==> src/rtl/channel_streamer_pkg.sv <==
// -----------------------------------------------------------------------------
// channel_streamer_pkg
//   Shared definitions for the channel streamer: FSM state encoding, the
//   frame header constant and the number of bytes sent per channel word.
//   Build option: CHANNEL_STREAMER_HEADER_EN prefixes every frame with
//   HEADER_BYTE, making frames 5 bytes long instead of 4.
// -----------------------------------------------------------------------------
package channel_streamer_pkg;

    typedef enum logic [2:0] {
        S_IDLE,
        S_REQ,
        S_WAIT,
        S_LOAD,
        S_SEND
    } state_e;

    localparam logic [7:0] HEADER_BYTE = 8'hA5;

`ifdef CHANNEL_STREAMER_HEADER_EN
    localparam int FRAME_BYTES = 5;
`else
    localparam int FRAME_BYTES = 4;
`endif

    localparam int BYTE_IDX_W = $clog2(FRAME_BYTES);

endpackage

==> src/rtl/channel_streamer_if.sv <==
// -----------------------------------------------------------------------------
// channel_streamer_if
//   Read port of the word channel feeding the streamer.
//     ch_available : channel holds at least one word
//     ch_data      : channel output word, valid a fixed latency after ch_read
//     ch_read      : read strobe, one word popped per rising edge
//   master : streamer side (issues ch_read)
//   slave  : channel side (supplies data)
// -----------------------------------------------------------------------------
interface channel_streamer_if;
    logic        ch_available;
    logic [31:0] ch_data;
    logic        ch_read;

    modport master (input  ch_available, input  ch_data, output ch_read);
    modport slave  (output ch_available, output ch_data, input  ch_read);
endinterface

==> src/rtl/uart_tx_byte.sv <==
// -----------------------------------------------------------------------------
// uart_tx_byte
//   Serialises one byte as UART 8N1: start bit (0), 8 data bits LSB first,
//   stop bit (1), each bit CLK_DIV cycles long. The line idles high.
//   Ports:
//     i_clk   : clock, rising edge
//     _mrst   : synchronous active-low reset
//     start   : load tx_byte and begin a new frame (start bit next cycle)
//     tx_byte : byte to send, sampled when start is high
//     tx      : serial line (registered)
//     done    : 1-cycle pulse in the last cycle of the stop bit; asserting
//               start in that same cycle gives back-to-back bytes
// -----------------------------------------------------------------------------
module uart_tx_byte #(
    parameter int CLK_DIV = 217
) (
    input  logic       i_clk,
    input  logic       _mrst,
    input  logic       start,
    input  logic [7:0] tx_byte,
    output logic       tx,
    output logic       done
);

    localparam int              DIV_W    = $clog2(CLK_DIV);
    localparam logic [DIV_W-1:0] DIV_LAST = DIV_W'(CLK_DIV - 1);
    localparam logic [3:0]      BIT_LAST = 4'd9;  // bit 0 = start, bit 9 = stop

    if (CLK_DIV < 2) begin : g_bad_div
        $error("uart_tx_byte: CLK_DIV must be at least 2");
    end

    logic             active_q, active_d;
    logic [DIV_W-1:0] div_q,    div_d;
    logic [3:0]       bit_q,    bit_d;
    logic [8:0]       shift_q,  shift_d;   // remaining data bits + stop bit
    logic             tx_q,     tx_d;

    assign done = active_q && (bit_q == BIT_LAST) && (div_q == DIV_LAST);
    assign tx   = tx_q;

    // NOTE: every signal gets its default first so no path leaves it unassigned (no latch).
    always_comb begin
        active_d = active_q;
        div_d    = div_q;
        bit_d    = bit_q;
        shift_d  = shift_q;
        tx_d     = tx_q;

        if (start) begin
            active_d = 1'b1;
            div_d    = '0;
            bit_d    = '0;
            shift_d  = {1'b1, tx_byte};
            tx_d     = 1'b0;
        end else if (active_q) begin
            if (div_q == DIV_LAST) begin
                div_d = '0;
                if (bit_q == BIT_LAST) begin
                    active_d = 1'b0;
                    tx_d     = 1'b1;
                end else begin
                    bit_d   = bit_q + 4'd1;
                    tx_d    = shift_q[0];
                    shift_d = {1'b1, shift_q[8:1]};
                end
            end else begin
                div_d = div_q + DIV_W'(1);
            end
        end
    end

    // NOTE: reset is sampled on the clock edge, so it lives inside the clocked block.
    // NOTE: state registers use non-blocking assignments so all flops update together.
    always_ff @(posedge i_clk) begin
        if (!_mrst) begin
            active_q <= 1'b0;
            div_q    <= '0;
            bit_q    <= '0;
            shift_q  <= '1;
            tx_q     <= 1'b1;
        end else begin
            active_q <= active_d;
            div_q    <= div_d;
            bit_q    <= bit_d;
            shift_q  <= shift_d;
            tx_q     <= tx_d;
        end
    end

endmodule

==> src/rtl/channel_streamer.sv <==
// -----------------------------------------------------------------------------
// channel_streamer
//   Pops 32-bit words from a fixed-latency channel and streams each one out
//   as a UART frame of bytes, LSB byte first.
//   Build option: CHANNEL_STREAMER_HEADER_EN adds header byte 0xA5 in front
//   of every frame.
//   Ports:
//     i_clk  : clock, rising edge
//     _mrst  : synchronous active-low reset
//     en     : streaming enable, only looked at between frames
//     ch     : channel read port (ch_available, ch_data, ch_read)
//     o_tx   : UART 8N1 line, idle high
//     o_busy : high whenever the FSM is not in IDLE
// -----------------------------------------------------------------------------
module channel_streamer
    import channel_streamer_pkg::*;
#(
    parameter int CLK_DIV      = 217,
    parameter int READ_LATENCY = 3
) (
    input  logic                i_clk,
    input  logic                _mrst,
    input  logic                en,
    channel_streamer_if.master  ch,
    output logic                o_tx,
    output logic                o_busy
);

    // Counts cycles since ch_read rose; must also reach 1 to end the strobe.
    localparam int                    LAT_W     = $clog2(READ_LATENCY + 3);
    localparam logic [BYTE_IDX_W-1:0] BYTE_LAST = BYTE_IDX_W'(FRAME_BYTES - 1);

    state_e                 state_q,    state_d;
    logic [LAT_W-1:0]       cnt_q,      cnt_d;
    logic [BYTE_IDX_W-1:0]  byte_idx_q, byte_idx_d;
    logic [31:0]            word_q,     word_d;
    logic [BYTE_IDX_W-1:0]  sel_idx;
    logic                   tx_start;
    logic                   tx_done;
    logic [7:0]             tx_byte;

    // Strobe is a plain decode of the state register: high for the two REQ
    // cycles, so exactly one rising edge per word.
    assign ch.ch_read = (state_q == S_REQ);
    assign o_busy     = (state_q != S_IDLE);

    always_comb begin
        state_d    = state_q;
        cnt_d      = cnt_q;
        byte_idx_d = byte_idx_q;
        word_d     = word_q;
        tx_start   = 1'b0;
        sel_idx    = byte_idx_q + BYTE_IDX_W'(1);

        case (state_q)
            S_IDLE: begin
                if (en && ch.ch_available) begin
                    state_d = S_REQ;
                    cnt_d   = '0;
                end
            end
            S_REQ: begin
                cnt_d = cnt_q + LAT_W'(1);
                if (cnt_q == LAT_W'(1)) begin
                    state_d = S_WAIT;
                end
            end
            S_WAIT: begin
                // cnt_q equals the number of cycles since ch_read rose.
                if (cnt_q >= LAT_W'(READ_LATENCY)) begin
                    word_d  = ch.ch_data;
                    cnt_d   = '0;
                    state_d = S_LOAD;
                end else begin
                    cnt_d = cnt_q + LAT_W'(1);
                end
            end
            S_LOAD: begin
                tx_start   = 1'b1;
                sel_idx    = '0;
                byte_idx_d = '0;
                state_d    = S_SEND;
            end
            S_SEND: begin
                // done marks the final stop-bit cycle; chaining start here
                // keeps bytes back-to-back.
                if (tx_done) begin
                    if (byte_idx_q == BYTE_LAST) begin
                        state_d = S_IDLE;
                    end else begin
                        tx_start   = 1'b1;
                        byte_idx_d = sel_idx;
                    end
                end
            end
            default: state_d = S_IDLE;
        endcase
    end

`ifdef CHANNEL_STREAMER_HEADER_EN
    logic [BYTE_IDX_W-1:0] data_idx;

    always_comb begin
        data_idx = sel_idx - BYTE_IDX_W'(1);
        if (sel_idx == '0) begin
            tx_byte = HEADER_BYTE;
        end else begin
            tx_byte = word_q[{data_idx[1:0], 3'b000} +: 8];
        end
    end
`else
    always_comb begin
        tx_byte = word_q[{sel_idx, 3'b000} +: 8];
    end
`endif

    always_ff @(posedge i_clk) begin
        if (!_mrst) begin
            state_q    <= S_IDLE;
            cnt_q      <= '0;
            byte_idx_q <= '0;
            word_q     <= '0;
        end else begin
            state_q    <= state_d;
            cnt_q      <= cnt_d;
            byte_idx_q <= byte_idx_d;
            word_q     <= word_d;
        end
    end

    uart_tx_byte #(
        .CLK_DIV (CLK_DIV)
    ) u_tx (
        .i_clk   (i_clk),
        ._mrst   (_mrst),
        .start   (tx_start),
        .tx_byte (tx_byte),
        .tx      (o_tx),
        .done    (tx_done)
    );

endmodule

==> src/flat_wrapper.sv <==
// flat-port wrapper written by rule: the top's interface ports become plain ports
module channel_streamer_flat import channel_streamer_pkg::*;
#(
    parameter int CLK_DIV      = 217,
    parameter int READ_LATENCY = 3
)
  (i_clk, _mrst, en, o_tx, o_busy, ch_ch_available, ch_ch_data, ch_ch_read);
  channel_streamer_if ch_i ();
  input  logic i_clk;
  input  logic _mrst;
  input  logic en;
  output logic o_tx;
  output logic o_busy;
  input wire logic [$bits(ch_i.ch_available)-1:0] ch_ch_available;
  input wire logic [$bits(ch_i.ch_data)-1:0] ch_ch_data;
  output wire logic [$bits(ch_i.ch_read)-1:0] ch_ch_read;
  assign ch_i.ch_available = ch_ch_available;
  assign ch_i.ch_data = ch_ch_data;
  assign ch_ch_read = ch_i.ch_read;
  channel_streamer #(.CLK_DIV(CLK_DIV), .READ_LATENCY(READ_LATENCY)) u_core (.i_clk(i_clk), ._mrst(_mrst), .en(en), .ch(ch_i), .o_tx(o_tx), .o_busy(o_busy));
endmodule
==> config.mk <==
export PLATFORM = sky130hd
export DESIGN_NAME = channel_streamer_flat
export DESIGN_NICKNAME = d
export VERILOG_FILES = /design/src/rtl/channel_streamer_pkg.sv /design/src/rtl/channel_streamer_if.sv /design/src/rtl/uart_tx_byte.sv /design/src/rtl/channel_streamer.sv /design/src/flat_wrapper.sv
export SDC_FILE = /design/constraint.sdc
export NUM_CORES = 1
export LEC_CHECK = 0
export ABC_AREA = 1
export CORE_MARGIN = 10
export CORE_UTILIZATION = 57
export CTS_BUF_LIST = sky130_fd_sc_hd__clkbuf_2
export DETAILED_ROUTE_END_ITERATION = 16
export PLACE_DENSITY_LB_ADDON = 0.25
export REMOVE_ABC_BUFFERS = 1
export SLEW_MARGIN = 10
export SYNTH_ARGS = -nofsm -noshare
export SYNTH_HDL_FRONTEND = slang
export SYNTH_SLANG_ARGS = --single-unit
==> constraint.sdc <==
create_clock -name i_clk -period 2.05 [get_ports i_clk]
set_clock_uncertainty 0.05 [all_clocks]
set_input_delay 0.3075 -clock i_clk [delete_from_list [all_inputs] [get_ports i_clk]]
set_output_delay 0.3075 -clock i_clk [all_outputs]
set_load 0.02 [all_outputs]
=== Word level (Yosys, flattened, before mapping) ===
Index checks and enable logic that the tools add are counted.

* Add/subtract/negate cells: 4
* Magnitude comparators: 1
* Equal/unequal tests: 15
* Shifts and indexed selects: 1
* Multiplexer cells: 29
* Bitwise gates (word level): 2
* Reductions and logical operators: 17

{| class="wikitable"
|+ Operators by type and width
! cell !! count
|-
| $mux 8 || 5
|-
| $shiftx 32x6->8 || 1
|-
| $mux 3 || 7
|-
| $pmux 3 s5 || 1
|-
| $ne 2x1->1 const B || 6
|-
| $mux 1 || 10
|-
| $pmux 3 s3 || 1
|-
| $reduce_and 3->1 || 3
|-
| $add 8x1->8 const B || 1
|-
| $eq 8x8->1 const B || 1
|-
| $eq 3x1->1 const B || 2
|-
| $eq 3x2->1 const B || 2
|-
| $mux 2 || 3
|-
| $reduce_and 2->1 || 3
|-
| $reduce_bool 2->1 || 3
|-
| $reduce_bool 3->1 || 2
|-
| $reduce_and 5->1 || 1
|-
| $add 4x1->4 const B || 1
|-
| $eq 4x4->1 const B || 1
|-
| $pmux 2 s2 || 1
|-
| $add 3x1->3 const B || 1
|-
| $eq 3x3->1 const B || 1
|-
| $ge 3x2->1 const B || 1
|-
| $logic_and 1x1->1 || 3
|-
| other kinds (7) || 8
|}

* Register bits after elaboration: 62
* Bits of input ports: 36
* Output and inout port bits: 3
* Word-level logic and storage cells: 78

=== Logic depth before layout (Yosys ltp) ===
Gate-level depths: netlist of the first run.

* Depth in word-level cells: 7
* Mapped depth: 13
* Gate-level depth less buffers: 12

=== Modules after synthesis ===
Synthesis of the first run repeated with hierarchy kept, for this count alone.

* Cell total of the unflattened synthesis: 424
* Area, all modules: 3036.7 um^2

{| class="wikitable"
|+ By module, submodules not included
! module !! times used !! cells each !! area each (um^2) !! seq. area each (um^2)
|-
| channel_streamer || 1 || 277 || 1938.1 || 800.8
|-
| uart_tx_byte || 1 || 147 || 1098.6 || 440.4
|}

=== Worst setup path before layout of the first run ===
No wires, ideal clock.

* Kind: register -> register
* From: register u_core.u_tx.div_q[1]
* To: register u_core.byte_idx_q[0]
* Library setup time: 0.115 ns
* Data arrival time: 1.390 ns
* Data required time: 1.885 ns
* Setup slack: 0.495 ns
* Cell stages (with the launch flop): 13
* Buffers on the path: 1
* Period minus slack after synthesis: 1.555 ns
* Cell sequence: dfxtp_1 -> inv_1 -> ha_1 -> nand2_1 -> inv_1 -> nand2_1 -> nor2_4 -> nand2_4 -> nand2_4 -> nand2_2 -> buf_2 -> a21oi_1 -> nor2_1

* Cells in the longest elaborated chain, start to end: 4

{| class="wikitable"
|+ Ends and longest elaborated chain
! element !! line !! source
|-
| start: declaration || uart_tx_byte.sv:34 || <nowiki>logic [DIV_W-1:0] div_q, div_d;</nowiki>
|-
| start signal: assignment || uart_tx_byte.sv:84 || <nowiki>div_q <= div_d;</nowiki>
|-
| $eq 8x8->1 || uart_tx_byte.sv:39 || <nowiki>assign done = active_q && (bit_q == BIT_LAST) && (div_q == DIV_LAST);</nowiki>
|-
| $logic_and 1x1->1 || uart_tx_byte.sv:39 ||
|-
| $ne 2x1->1 (no source line) || -- ||
|-
| $reduce_and 3->1 (no source line) || -- ||
|-
| end signal: assignment || channel_streamer.sv:126 || <nowiki>byte_idx_q <= byte_idx_d;</nowiki>
|-
| end: declaration || channel_streamer.sv:35 || <nowiki>logic [BYTE_IDX_W-1:0] byte_idx_q, byte_idx_d;</nowiki>
|}

Every way passes these cells.
A chain may end at the register's enable or synchronous reset.

=== Worst setup path after layout of the first run ===
* From: register u_core.state_q[0]
* To: output port ch_ch_read

* Cells in the longest elaborated chain, start to end: 1

{| class="wikitable"
|+ Ends and longest elaborated chain
! element !! line !! source
|-
| start: declaration || channel_streamer.sv:33 || <nowiki>state_e state_q, state_d;</nowiki>
|-
| start signal: assignment || channel_streamer.sv:124 || <nowiki>state_q <= state_d;</nowiki>
|-
| $eq 3x1->1 || channel_streamer.sv:44 || <nowiki>assign ch.ch_read = (state_q == S_REQ);</nowiki>
|-
| end: declaration || flat_wrapper.sv:16 || <nowiki>output wire logic [$bits(ch_i.ch_read)-1:0] ch_ch_read;</nowiki>
|}

Every way passes these cells.

==> results.toml, run 1 <==
[run_status]
status = "completed"

[setup_path]
critPathLaunch = "u_core.state_q[0]"
r2r_slack_ps = 200
path_class = "register to output pin"
r2r-start = "u_core.u_tx.bit_q[1]"
path_max_fanout = 4
worstPathRequired_ps = 1690
cp-start-kind = "register"
cp-end-kind = "output pin"
arrival_ps = 1550

[sta]
finalHoldViolations = 0
fmax_mhz = 525.6
setup_viol = 0
hold_ws_ps = 385.2
tns_ps = 0
final_critical_path_setup_slack_ps = 147.4
rsz0062_at_grt = "false"
finalMaxSlewViolations = 0
post-route-period-util_pct = 92.81
maxSlewHeadroom_pct = 73.64
period_minus_slack_ps = 1903
worst_pin_slew_ps = 394.4

[detailed_routing]
dr.pass1.iters = 4
vias_per_cell = 5.092
routed_wl_um = 6234
drc = 0
wire_per_inst_um = 11.48
vias = 2765
first_iter_violations = 146
ant_nets = 0

[floorplan]
num_rows = 26
pin_count = 39
die_w_um = 93.47
start_util_pct = 59.48
core_sq_um = 5172
die_y_um = 93.47
fp.dieArea_sq_um = 8737

[pwr]
leakagePower_nw = 1.527
peakVddDrop_mv = 0.4385
powerDensity_nw_per_um2 = 734.2

[global_routing]
gr-usage-all-layers_pct = 14.87
overflow = 0
grt_pass1_wl_um = 10810
use_met3_pct = 4.636
grt_most_used_layer = "met2"
use_met1_pct = 16.00
met2_usage_pct = 25.99
antenna_found_initial = 0
grt_pass1_vias = 2651
grt_max_degree = 48

[place]
io_buffers = 38
pre_cts_ws_ps = 221.4
dp.cells = 529
place_hpwl_um = 4598
gp_congestion = 0.7979

[cts]
hold_buffers = 0
htreeDepth = 3
clkSlewWorstSetupHoldPaths_ps = 160
clock-root-buffer = "clkbuf_2"
numCtsBuffers = 9
postCtsSetupBuffers = 0
cts_tree = "done"
clockBufferDepth = 2
clock_latency_ps = 480
cts_resized = 5
clock_sinks = 62

[yosys]
synth_edf_count = 0
synth.most_common_cell = "nand2_1"
synthFlopType = "dfxtp_1"
syn-cell-area_sq_um = 3077
yosysSeqAreaShare_pct = 40.34
synth_area_per_cell_sq_um = 7.089
yosysUniqueCellTypes = 34
yosys.area.top_type_share_pct = 40.34
synthCells = 434
ys_seq_elements = 62
ys_async_sr_fraction_pct = 0
ys_top_cells_by_count = "88 x nand2_1, 62 x dfxtp_1, 60 x nor2_1"
synth_warnings = 0
yosysTopAreaCell = "dfxtp_1"
synth_area_leaders = "dfxtp_1 40%, nand2_1 11%, nand3_1 7.3%"

[final_layout]
drive_above_1_share_pct = 9.937
post-route-util_pct = 69.30
nFillCells = 460
finalNetCount = 514
diodes = 0
layout.cells.non_filler = 543
syn_to_final_growth_pct = 16.51

[hold_path]
hp-class = "input pin to register"
hp-start = "ch_ch_data[25]"

[job]
drv_cap = 0
## routing by layer
metal / up-vias / wire length (um)
met4: 0 / 99
met3: 11 / 257
met5: - / 0
met2: 47 / 3080
li1: 1463 / -
met1: 1244 / 2796
## cell usage in the layout (no fill, tap or decap), types with 3 or more instances in the layout
cell type,instances
clkinv_1,3
clkdlybuf4s50_1,36
nand2_4,4
nand3b_1,5
dfxtp_1,59
nand3_1,45
nand2_1,88
ha_1,8
nor2_1,60
dfxtp_2,3
o21ai_0,40
xnor2_1,3
nor3_2,3
inv_2,4
clkbuf_2,10
a21oi_1,22
nand4_1,3
inv_1,44
buf_4,3
nand2_2,4
## cells by family after synthesis
logic type | Yosys count | synth area share (%)
flip-flops | 62 | 40.34
AND/OR/NAND/NOR | 222 | 33.59
adder cells (fa/ha/maj) | 8 | 3.253
buffers and inverters | 66 | 8.784
AO/OA/AOI/OAI | 71 | 12.61
XOR/XNOR | 5 | 1.424
## registers in the layout, summed over array words and instances (netlist names)
name,cells
u_core.word_q,32
u_core.u_tx.div_q,8
u_core.u_tx.shift_q,8
u_core.u_tx.bit_q,4
u_core.cnt_q,3
u_core.state_q,3
u_core.byte_idx_q,2
u_core.u_tx.active_q,1
u_core.u_tx.tx,1
## critical path, stage by stage, from the launching register on
cell	delay [ps]
dfxtp_2	410
inv_1	80
nor3_2	210
dlygate4sd2_1	370
## layout make-up
class	instances	area (sq um)	share of cell area [%]
well taps	70	87.58	2.443
clock buffers	10	50.05	1.396
flip-flops and latches	62	1245	34.73
inverters	48	180.2	5.026
multi-input cells	306	1565	43.66
clock inverters	4	16.27	0.4538
repair buffers	43	440.4	12.29
## power by group
group / internal (mW) / switching (mW) / leakage [nW]
sequential: 1.28 / 0.0663 / 0.502
clock: 0.139 / 0.402 / 0.0501
combinational: 0.301 / 0.440 / 0.975
## worst paths after layout
path | to | cells after the start
min reg2reg | u_core.word_q[30] | 2
min | u_core.word_q[25] | 3
max reg2reg | u_core.u_tx.div_q[5] | 9
max | ch_ch_read | 3
## stage by stage
| step | area, sq um | power, mW |
|---|---|---|
| after floorplan | 2987 | 1.873 |
| after global placement | 3517 | 2.109 |
| after detailed placement | 3517 | 2.127 |
| after CTS | 3585 | 2.648 |
| after global routing | 3585 | 2.831 |
| final | 3585 | 2.632 |
(Power assumes the default switching activity.)
==> inputs of run 2 (changes only) <==
--- a/config.mk
+++ b/config.mk
@@ -9,6 +9,7 @@
 export CORE_MARGIN = 10
 export CORE_UTILIZATION = 57
 export CTS_BUF_LIST = sky130_fd_sc_hd__clkbuf_2
+export CTS_CLUSTER_DIAMETER = 80
 export DETAILED_ROUTE_END_ITERATION = 16
 export PLACE_DENSITY_LB_ADDON = 0.25
 export REMOVE_ABC_BUFFERS = 1
==> results of run 2 <==
Same layout as run 1: the final DEF is identical, and so are final timing and power.
==> inputs of run 3 (changes only) <==
--- a/config.mk
+++ b/config.mk
@@ -11,6 +11,7 @@
 export CTS_BUF_LIST = sky130_fd_sc_hd__clkbuf_2
 export CTS_CLUSTER_DIAMETER = 80
 export DETAILED_ROUTE_END_ITERATION = 16
+export HOLD_SLACK_MARGIN = 0.05
 export PLACE_DENSITY_LB_ADDON = 0.25
 export REMOVE_ABC_BUFFERS = 1
 export SLEW_MARGIN = 10
==> results of run 3 <==
Same layout as run 1: the final DEF is identical, and so are final timing and power.
